File: config.mk
export PLATFORM = sky130hd
export DESIGN_NAME = accumulate_unit_flat
export DESIGN_NICKNAME = d
export VERILOG_FILES = /design/src/rtl/accumulate_unit_if.sv /design/src/rtl/accumulate_unit.sv /design/src/flat_wrapper.sv
export SDC_FILE = /design/constraint.sdc
export NUM_CORES = 1
export LEC_CHECK = 0
export CAP_MARGIN = 10
export CORE_UTILIZATION = 45
export DETAILED_ROUTE_END_ITERATION = 10
export GPL_TIMING_DRIVEN = 0
export PLACE_DENSITY = 0.79
export RECOVER_POWER = 50
export SLEW_MARGIN = 20
export SYNTH_ARGS = -nofsm -noshare
export SYNTH_HDL_FRONTEND = slang
export SYNTH_SLANG_ARGS = --single-unit
File: constraint.sdc
create_clock -name clk -period 2.8 [get_ports clk]
set_input_delay 0.42 -clock clk [delete_from_list [all_inputs] [get_ports clk]]
set_output_delay 0.42 -clock clk [all_outputs]
set_load 0.05 [all_outputs]
File: src/rtl/accumulate_unit_if.sv
// Handshake bundle between the addend producer, the accumulator and the
// downstream MAC stage. Widths follow the accumulator parameters.
interface accumulate_unit_if #(
  parameter int IN_W  = 16,
  parameter int ACC_W = 33,
  parameter int CNT_W = 8
);
  logic                    in_valid;
  logic                    in_ready;
  logic signed [IN_W-1:0]  in_data;
  logic                    in_last;
  logic                    out_valid;
  logic                    out_ready;
  logic [ACC_W-1:0]        out_sum;
  logic [CNT_W-1:0]        out_count;
  logic                    out_overflow;

  // Accumulator side
  modport slave (
    input  in_valid, in_data, in_last, out_ready,
    output in_ready, out_valid, out_sum, out_count, out_overflow
  );

  // Producer/consumer side
  modport master (
    output in_valid, in_data, in_last, out_ready,
    input  in_ready, out_valid, out_sum, out_count, out_overflow
  );
endinterface

File: src/rtl/accumulate_unit.sv
// Streaming signed group accumulator. Sums sign-extended addends into an
// ACC_W-bit register through a single parallel-prefix carry-lookahead adder,
// counts beats (saturating) and tracks sticky signed overflow, then holds the
// result until the downstream stage takes it.

// Parallel-prefix (Kogge-Stone style) carry-lookahead adder.
module n_bit_cla_adder #(
  parameter int N = 33
) (
  input  logic [N-1:0] a,
  input  logic [N-1:0] b,
  input  logic         cin,
  output logic [N-1:0] sum,
  output logic         cout
);
  logic [N-1:0] gk, pk, gn, pn;
  logic [N-1:0] carry;

  // Prefix tree: after log2(N) levels gk[i]/pk[i] are the group
  // generate/propagate over bits [i:0].
  always_comb begin
    gk = a & b;
    pk = a ^ b;
    gn = '0;
    pn = '0;
    for (int l = 0; (1 << l) < N; l++) begin
      gn = gk;
      pn = pk;
      for (int i = (1 << l); i < N; i++) begin
        gn[i] = gk[i] | (pk[i] & gk[i - (1 << l)]);
        pn[i] = pk[i] & pk[i - (1 << l)];
      end
      gk = gn;
      pk = pn;
    end
  end

  // Carry into bit i comes from the group over bits [i-1:0] plus cin.
  always_comb begin
    carry    = '0;
    carry[0] = cin;
    for (int i = 1; i < N; i++)
      carry[i] = gk[i-1] | (pk[i-1] & cin);
  end

  assign sum  = (a ^ b) ^ carry;
  assign cout = gk[N-1] | (pk[N-1] & cin);
endmodule

module accumulate_unit #(
  parameter int IN_W  = 16,
  parameter int ACC_W = 33,
  parameter int CNT_W = 8
) (
  input  logic                clk,
  input  logic                rst,
  accumulate_unit_if.slave    io
);
  if (ACC_W <= IN_W) begin : g_bad_width
    $error("accumulate_unit: ACC_W must exceed IN_W");
  end

  typedef enum logic [1:0] {IDLE, ACC, DONE} state_t;

  state_t             state_q, state_d;
  logic [ACC_W-1:0]   acc_q;
  logic [CNT_W-1:0]   cnt_q;
  logic               ovf_q;

  logic               accept;
  logic               take_out;
  logic [ACC_W-1:0]   addend;
  logic [ACC_W-1:0]   sum;
  logic               ovf_beat;
  logic               cout_unused;

  assign io.in_ready = (state_q != DONE);
  assign accept      = io.in_valid && io.in_ready;
  assign take_out    = (state_q == DONE) && io.out_ready;

  assign addend = {{(ACC_W-IN_W){io.in_data[IN_W-1]}}, io.in_data};

  n_bit_cla_adder #(.N(ACC_W)) u_add (
    .a    (acc_q),
    .b    (addend),
    .cin  (1'b0),
    .sum  (sum),
    .cout (cout_unused)
  );

  // Signed overflow: operands agree in sign but the sum does not.
  assign ovf_beat = (acc_q[ACC_W-1] == addend[ACC_W-1]) &&
                    (sum[ACC_W-1]   != acc_q[ACC_W-1]);

  // State register.
  always_ff @(posedge clk or posedge rst) begin
    if (rst) state_q <= IDLE;
    else     state_q <= state_d;
  end

  // Next state: accepts move toward DONE, a taken result returns to IDLE.
  always_comb begin
    state_d = state_q;
    case (state_q)
      IDLE, ACC: if (accept) state_d = io.in_last ? DONE : ACC;
      DONE:      if (io.out_ready) state_d = IDLE;
      default:   state_d = IDLE;
    endcase
  end

  // Datapath: accumulate on accept, clear once the result is consumed.
  always_ff @(posedge clk or posedge rst) begin
    if (rst) begin
      acc_q <= '0;
      cnt_q <= '0;
      ovf_q <= 1'b0;
    end else if (accept) begin
      acc_q <= sum;
      if (cnt_q != {CNT_W{1'b1}}) cnt_q <= cnt_q + CNT_W'(1);
      ovf_q <= ovf_q | ovf_beat;
    end else if (take_out) begin
      acc_q <= '0;
      cnt_q <= '0;
      ovf_q <= 1'b0;
    end
  end

  assign io.out_valid    = (state_q == DONE);
  assign io.out_sum      = acc_q;
  assign io.out_count    = cnt_q;
  assign io.out_overflow = ovf_q;
endmodule

File: src/flat_wrapper.sv
// flat-port wrapper written by rule: the top's interface ports become plain ports
module accumulate_unit_flat 
#(
  parameter int IN_W  = 16,
  parameter int ACC_W = 33,
  parameter int CNT_W = 8
)
  (clk, rst, io_in_valid, io_in_data, io_in_last, io_out_ready, io_in_ready, io_out_valid, io_out_sum, io_out_count, io_out_overflow);
  accumulate_unit_if #(.IN_W(IN_W), .ACC_W(ACC_W), .CNT_W(CNT_W)) io_i ();
  input  logic clk;
  input  logic rst;
  input wire logic [$bits(io_i.in_valid)-1:0] io_in_valid;
  input wire logic [$bits(io_i.in_data)-1:0] io_in_data;
  input wire logic [$bits(io_i.in_last)-1:0] io_in_last;
  input wire logic [$bits(io_i.out_ready)-1:0] io_out_ready;
  output wire logic [$bits(io_i.in_ready)-1:0] io_in_ready;
  output wire logic [$bits(io_i.out_valid)-1:0] io_out_valid;
  output wire logic [$bits(io_i.out_sum)-1:0] io_out_sum;
  output wire logic [$bits(io_i.out_count)-1:0] io_out_count;
  output wire logic [$bits(io_i.out_overflow)-1:0] io_out_overflow;
  assign io_i.in_valid = io_in_valid;
  assign io_i.in_data = io_in_data;
  assign io_i.in_last = io_in_last;
  assign io_i.out_ready = io_out_ready;
  assign io_in_ready = io_i.in_ready;
  assign io_out_valid = io_i.out_valid;
  assign io_out_sum = io_i.out_sum;
  assign io_out_count = io_i.out_count;
  assign io_out_overflow = io_i.out_overflow;
  accumulate_unit #(.IN_W(IN_W), .ACC_W(ACC_W), .CNT_W(CNT_W)) u_core (.clk(clk), .rst(rst), .io(io_i));
endmodule
==> results of run 1 <==
==> sequential cells by signal, summed over array words and instances (netlist names) <==
name / cells
u_core.io.out_overflow: 1
u_core.state_q: 2
u_core.io.out_count: 8
u_core.io.out_sum: 33
==> synthesized netlist by cell type (3+ instances only) <==
library cell	instances
nand2_1	56
a211oi_1	3
o21ai_0	25
inv_1	14
a311oi_1	3
clkbuf_1	10
buf_6	4
xnor2_1	13
or3_1	4
dfrtp_1	44
nand4_1	8
nand3_1	7
nand2b_1	5
a21o_1	21
xor2_1	15
nor2_1	20
a21oi_1	25
o211ai_1	3
a22o_1	4
o21a_1	6
o31ai_1	4
ha_1	33
o21ai_1	27
==> worst reg2reg max path, delay by kind of cell, from the launching register on <==
| kind | cells | cell delay, ps |
|---|---|---|
| AOI/OAI and AO/OA | 7 | 1540 |
| DFF | 1 | 440 |
| adders and majority gates | 2 | 400 |
| and+or+nand+nor | 2 | 390 |
| buffers and inverters | 1 | 50 |
==> report_power, final <==
part           internal, mW  switching, mW  leakage [nW]
combinational          1.71           2.56          1.47
sequential            0.915          0.273         0.542
clock                 0.201          0.226        0.0445
total                  2.82           3.06          2.06
==> routing by layer <==
| metal | part of all wire | GRT usage |
|---|---|---|
| met2 | 0.48 | 0.3814 |
| met1 | 0.45 | 0.2929 |
| met5 | 0 | 0 |
| met4 | 0.012 | 0.05601 |
| met3 | 0.060 | 0.05161 |
==> timing repair <==
item / 4_1_cts / 5_1_grt
pin swaps: 5 / 11
setup endpoints to repair: 16 / 8
hold endpoints to repair: 0 / 0
setup buffers: 5 / 8
hold buffers: 0 / 0
gates resized for setup: 25 / 6
==> area by class of cell <==
type                       count  area [um^2]
clock buffer                   7        86.33
sequential                    44         1109
clock inverter                 1        7.507
timing repair buffer          78        742.0
tap                           99        123.9
inverter                      14        52.55
fill                         610         2738
multi-input combinational    324         2371
buffer                        16        101.3
==> final timing paths <==
check	start	end	slack [ps]	cells after the start
worst max-delay path	u_core.io.out_sum[0]$_DFFE_PP0P_	u_core.io.out_sum[32]$_DFFE_PP0P_	-50	12
worst min-delay path	u_core.state_q[1]$_DFFE_PP0P_	u_core.state_q[0]$_DFFE_PP0P_	470	1
worst max register to register	u_core.io.out_sum[0]$_DFFE_PP0P_	u_core.io.out_sum[32]$_DFFE_PP0P_	-50	12
worst min register to register	u_core.state_q[1]$_DFFE_PP0P_	u_core.state_q[0]$_DFFE_PP0P_	470	1
max in group asynchronous	rst	u_core.io.out_sum[17]$_DFFE_PP0P_	390	3
min in group asynchronous	rst	u_core.io.out_count[6]$_DFFE_PP0P_	630	2
==> cell families after synthesis <==
logic type | after synthesis | synth area share
multiplexers | 2 | 0.005783
AO/OA/AOI/OAI | 146 | 0.2826
flip-flops | 44 | 0.3180
adder cells (fa/ha/maj) | 34 | 0.1250
XOR/XNOR | 28 | 0.07084
buffers and inverters | 30 | 0.04265
AND/OR/NAND/NOR | 114 | 0.1550
==> reports/metrics.csv, run 1 <==
stage;metric;value;unit
finish;antennaDiodeCount;0;
pwr;peakVddDrop;0.0007508;V
routing;viasPerCell;5.681;
clock_network;cts_buffer_depth;2;
die;dieArea;8048;um^2
sta;skew;11.58;ps
clock_network;cts_buffers;5;
sta;final_max_slew_viol_count;0;
synthesis;synth-edff-count;0;
sta;hold_violations;0;
sta;rsz0062_at_grt;yes;
job;drv_cap;0;
synthesis;syn_inst;398;
setup_path;path_delay_family;compound AO/OA/AOI/OAI gates;
setup_path;endpoint_kind;flip-flop;
global_routing;overflow;0;
setup_path;required;3030;ps
run_status;violations;negative setup slack;
global_routing;grt.total_usage;0.2262;
routing;drt_iter0_drc;182;
synthesis;synth_cell_types;58;
finish;design_area;4593;um^2
placed_design;io_buffer_count;64;
synthesis;synth_nets;453;
sta;worstMarginPinSlew;1331;ps
die;die_y;89.71;um
placed_design;dp_hpwl;6361;um
synthesis;synth_area_leaders;dfrtp_1 32%, ha_1 12%, nand2_1 6.1%;
global_routing;grt_pass1_vias;3207;
sta;fin_tns_setup;-54.99;ps
synthesis;synthesis.area;3462;um^2
finish;final_core_util;0.6266;
placed_design;globalplace.congestion;0.9289;
finish;final_common_cell;nand2_1;
die;boundaryPins;65;
routing;first_pass_iters;4;
routing;num_vias;3312;
setup_path;path_buf_inv;1;
clock_network;clk_pin_slew;90;ps
setup_path;cp_data_arrival_time;3090;ps
clock_network;worst_skew_pair.late_latency;300;ps
placed_design;place_inst;562;
die;fp.coreArea;7331;um^2
finish;layout.cells.non_filler;583;
global_routing;grt_pass1_wl;15090;um
setup_path;worstSetupStartpointType;flip-flop;
sta;fin_ws;-54.99;ps
synthesis;ys_seq_elements;44;
sta;fmax;350.3;MHz
finish;final_nets;538;
placed_design;dp_slack;-1206;ps
pwr;p_per_area;1282;nW/um^2
clock_network;cts.sinks;44;
setup_path;crit_type;reg -> reg;
sta;slew_headroom;0.1114;
global_routing;antenna_found_initial;0;
synthesis;synth_warnings;0;
setup_path;slowest_stage;dfrtp_2;
clock_network;htreeDepth;2;
synthesis;syn_avg_cell_area;8.699;um^2
global_routing;grt_max_degree;30;
clock_network;tritoncts;built;
synthesis;yosysTopAreaCell;dfrtp_1;
die;fp.dieW;89.71;um
routing;finalWirelength;9032;um
pwr;power_leakage;2.056;nW
sta;setup_viol;1;
clock_network;root_buffer;clkbuf_8;
routing;drc;0;
setup_path;path_cells;ha_4, inv_2, fa_2, nor2b_4, o31a_1, o31a_4, o21ba_4, o211ai_4, a2111oi_4, or3_1, a311oi_1, a41o_1;
run_status;status;finished, violations left;
die;rows;31;
routing;wl_per_cell;15.49;um
sta;hold_ws;471.5;ps
placed_design;place_area;4288;um^2
pwr;p_total;5.887;mW
sta;layout_min_cycle_time;2855;ps
worst_hold_path;min_path_type;reg -> reg;
die;initial_core_util;0.4723;
finish;area_growth;32.67;%
synthesis;synth-main-ff-cell;dfrtp_1;
sta;period_share;1.020;
synthesis;synth_top_area_frac;0.3180;
synthesis;yosysSeqAreaShare;0.3180;
finish;drive_gt1_frac;0.1343;
setup_path;path_max_fanout;4;
finish;mostFrequentLayoutCells;55 x nand2_1, 44 x clkdlybuf4s50_1, 38 x dfrtp_1;
synthesis;ys_async_sr_fraction;1.000;
routing;ant_nets;0;
setup_path;cpPeakStageDelay;440;ps
(Power assumes the default switching activity.)
==> run 2, diff against run 1 <==
--- a/config.mk
+++ b/config.mk
@@ -6,10 +6,11 @@
 export NUM_CORES = 1
 export LEC_CHECK = 0
 export CAP_MARGIN = 10
-export CORE_UTILIZATION = 45
+export CORE_MARGIN = 5
+export CORE_UTILIZATION = 48
 export DETAILED_ROUTE_END_ITERATION = 10
 export GPL_TIMING_DRIVEN = 0
-export PLACE_DENSITY = 0.79
+export PLACE_DENSITY = 0.83
 export RECOVER_POWER = 50
 export SLEW_MARGIN = 20
 export SYNTH_ARGS = -nofsm -noshare
==> run 2 against run 1 <==
The run still ends with negative setup slack left. Worst setup slack worse by 30 ps. Via count is 0.82% lower. Critical path type unchanged. Global-route usage is 2.2 points lower. Critical path depth stayed put. Highest routed layer unchanged. Cell count is 0.51% lower.
==> reports/metrics.csv, run 2 (synthesis gave the netlist of run 1 again) <==
stage;metric;value;unit
clock_network;htreeDepth;2;
finish;largest_register_ffs;33;
setup_path;path_max_fanout;4;
routing;finalWirelength;8865;um
job;drv_cap;0;
sta;period_share;1.030;
pwr;peakVddDrop;0.0006049;V
setup_path;rrSetupSlack;-90;ps
global_routing;grt_pass1_vias;3250;
placed_design;globalplace.congestion;0.8750;
pwr;p_total;5.806;mW
global_routing;grt_pass1_wl;14900;um
worst_hold_path;hold_path_depth;1;
setup_path;rr_endpoint;u_core.io.out_sum[32]$_DFFE_PP0P_;
pwr;p_per_area;1272;nW/um^2
sta;rsz0062_at_grt;yes;
sta;final_max_slew_viol_count;0;
die;boundaryPins;65;
sta;setup_viol;3;
sta;fmax;346.6;MHz
sta;skew;13.72;ps
finish;area_growth;31.84;%
finish;drive_gt1_frac;0.1268;
sta;layout_min_cycle_time;2885;ps
setup_path;reg2reg_from;u_core.io.out_sum[0]$_DFFE_PP0P_;
routing;num_vias;3285;
placed_design;place_area;4288;um^2
setup_path;worstSetupStartpointType;flip-flop;
placed_design;dp_slack;-1194;ps
setup_path;required;3050;ps
setup_path;endpoint;u_core.io.out_sum[32]$_DFFE_PP0P_;
sta;fin_ws;-85.09;ps
finish;final_common_cell;nand2_1;
worst_hold_path;min_path_type;reg -> reg;
clock_network;root_buffer;clkbuf_8;
finish;design_area;4564;um^2
finish;antennaDiodeCount;0;
sta;worstMarginPinSlew;1236;ps
clock_network;tritoncts;built;
sta;hold_ws;461.5;ps
routing;viasPerCell;5.664;
routing;ant_nets;0;
finish;mostFrequentLayoutCells;56 x nand2_1, 48 x clkdlybuf4s50_1, 38 x dfrtp_1;
clock_network;clk_pin_slew;90;ps
die;die_y;94.93;um
die;fp.dieW;94.93;um
global_routing;grt_max_degree;27;
routing;first_pass_iters;4;
setup_path;startpoint;u_core.io.out_sum[0]$_DFFE_PP0P_;
setup_path;endpoint_kind;flip-flop;
die;rows;31;
sta;slew_headroom;0.1759;
sta;hold_violations;0;
routing;drt_iter0_drc;150;
worst_hold_path;holdCritStartpoint;u_core.state_q[1]$_DFFE_PP0P_;
run_status;violations;negative setup slack;
placed_design;io_buffer_count;64;
die;initial_core_util;0.4851;
setup_path;crit_type;reg -> reg;
setup_path;cp_data_arrival_time;3140;ps
clock_network;cts_buffers;5;
global_routing;overflow;0;
sta;fin_tns_setup;-234.3;ps
run_status;status;finished, violations left;
clock_network;cts.sinks;44;
placed_design;dp_hpwl;6548;um
die;dieArea;9011;um^2
setup_path;reg2reg_depth;12;
clock_network;worst_skew_pair.late_latency;310;ps
clock_network;cts_buffer_depth;2;
finish;final_nets;535;
global_routing;grt.total_usage;0.2047;
routing;drc;0;
global_routing;antenna_found_initial;0;
pwr;power_leakage;2.041;nW
die;fp.coreArea;7137;um^2
routing;wl_per_cell;15.28;um
run 2: repair_timing:
action | CTS | global route
gates resized for setup | 21 | 7
pin swaps | 7 | 15
setup endpoints to repair | 16 | 9
hold buffers | 0 | 0
buffers inserted | 5 | 5
hold endpoints to repair | 0 | 0
run 2: power breakdown:
group	switching, mW	internal, mW
combinational	2.51	1.67
clock	0.244	0.200
sequential	0.269	0.915
total	3.02	2.78
run 2: worst max-delay path, stage by stage, from the launching register on:
cell	delay, ps
dfrtp_2	440
ha_4	170
inv_2	60
fa_2	230
nor2b_4	50
o31a_1	340
o31a_4	310
o21ba_4	220
o211ai_4	230
a2111oi_4	110
or3_4	350
a311oi_2	210
a41o_1	120
run 2: area by class of cell:
| cell class | count | area [um^2] |
|---|---|---|
| Timing Repair Buffer | 75 | 725.7 |
| Inverter | 14 | 52.55 |
| Multi-Input combinational cell | 324 | 2355 |
| Clock inverter | 2 | 15.01 |
| Buffer | 16 | 101.3 |
| Clock buffer | 6 | 82.58 |
| Tap cell | 99 | 123.9 |
| Fill cell | 607 | 2572 |
| Sequential cell | 44 | 1109 |
run 2: worst min-delay path by stage:
stage,endpoint
4_1_cts,u_core.io.out_sum[1]$_DFFE_PP0P_
6_report,u_core.state_q[0]$_DFFE_PP0P_
3_3_place_gp,u_core.state_q[0]$_DFFE_PP0P_
3_5_place_dp,u_core.state_q[0]$_DFFE_PP0P_
5_1_grt,u_core.state_q[0]$_DFFE_PP0P_
2_1_floorplan,u_core.state_q[0]$_DFFE_PP0P_
run 2: per-stage QoR:
step,std cells,util
finish,580,0.6396
global placement,561,0.5980
floorplan,398,-
detailed placement,562,0.6008
global route,580,0.6396
CTS,575,0.6318
run 2: per-layer routing:
layer	vias up	wire length, um	global-route usage
met5	-	0	0
met4	0	94	0.05649
met3	12	505	0.03904
met2	91	4415	0.3570
met1	1566	3849	0.2573
li1	1616	-	-
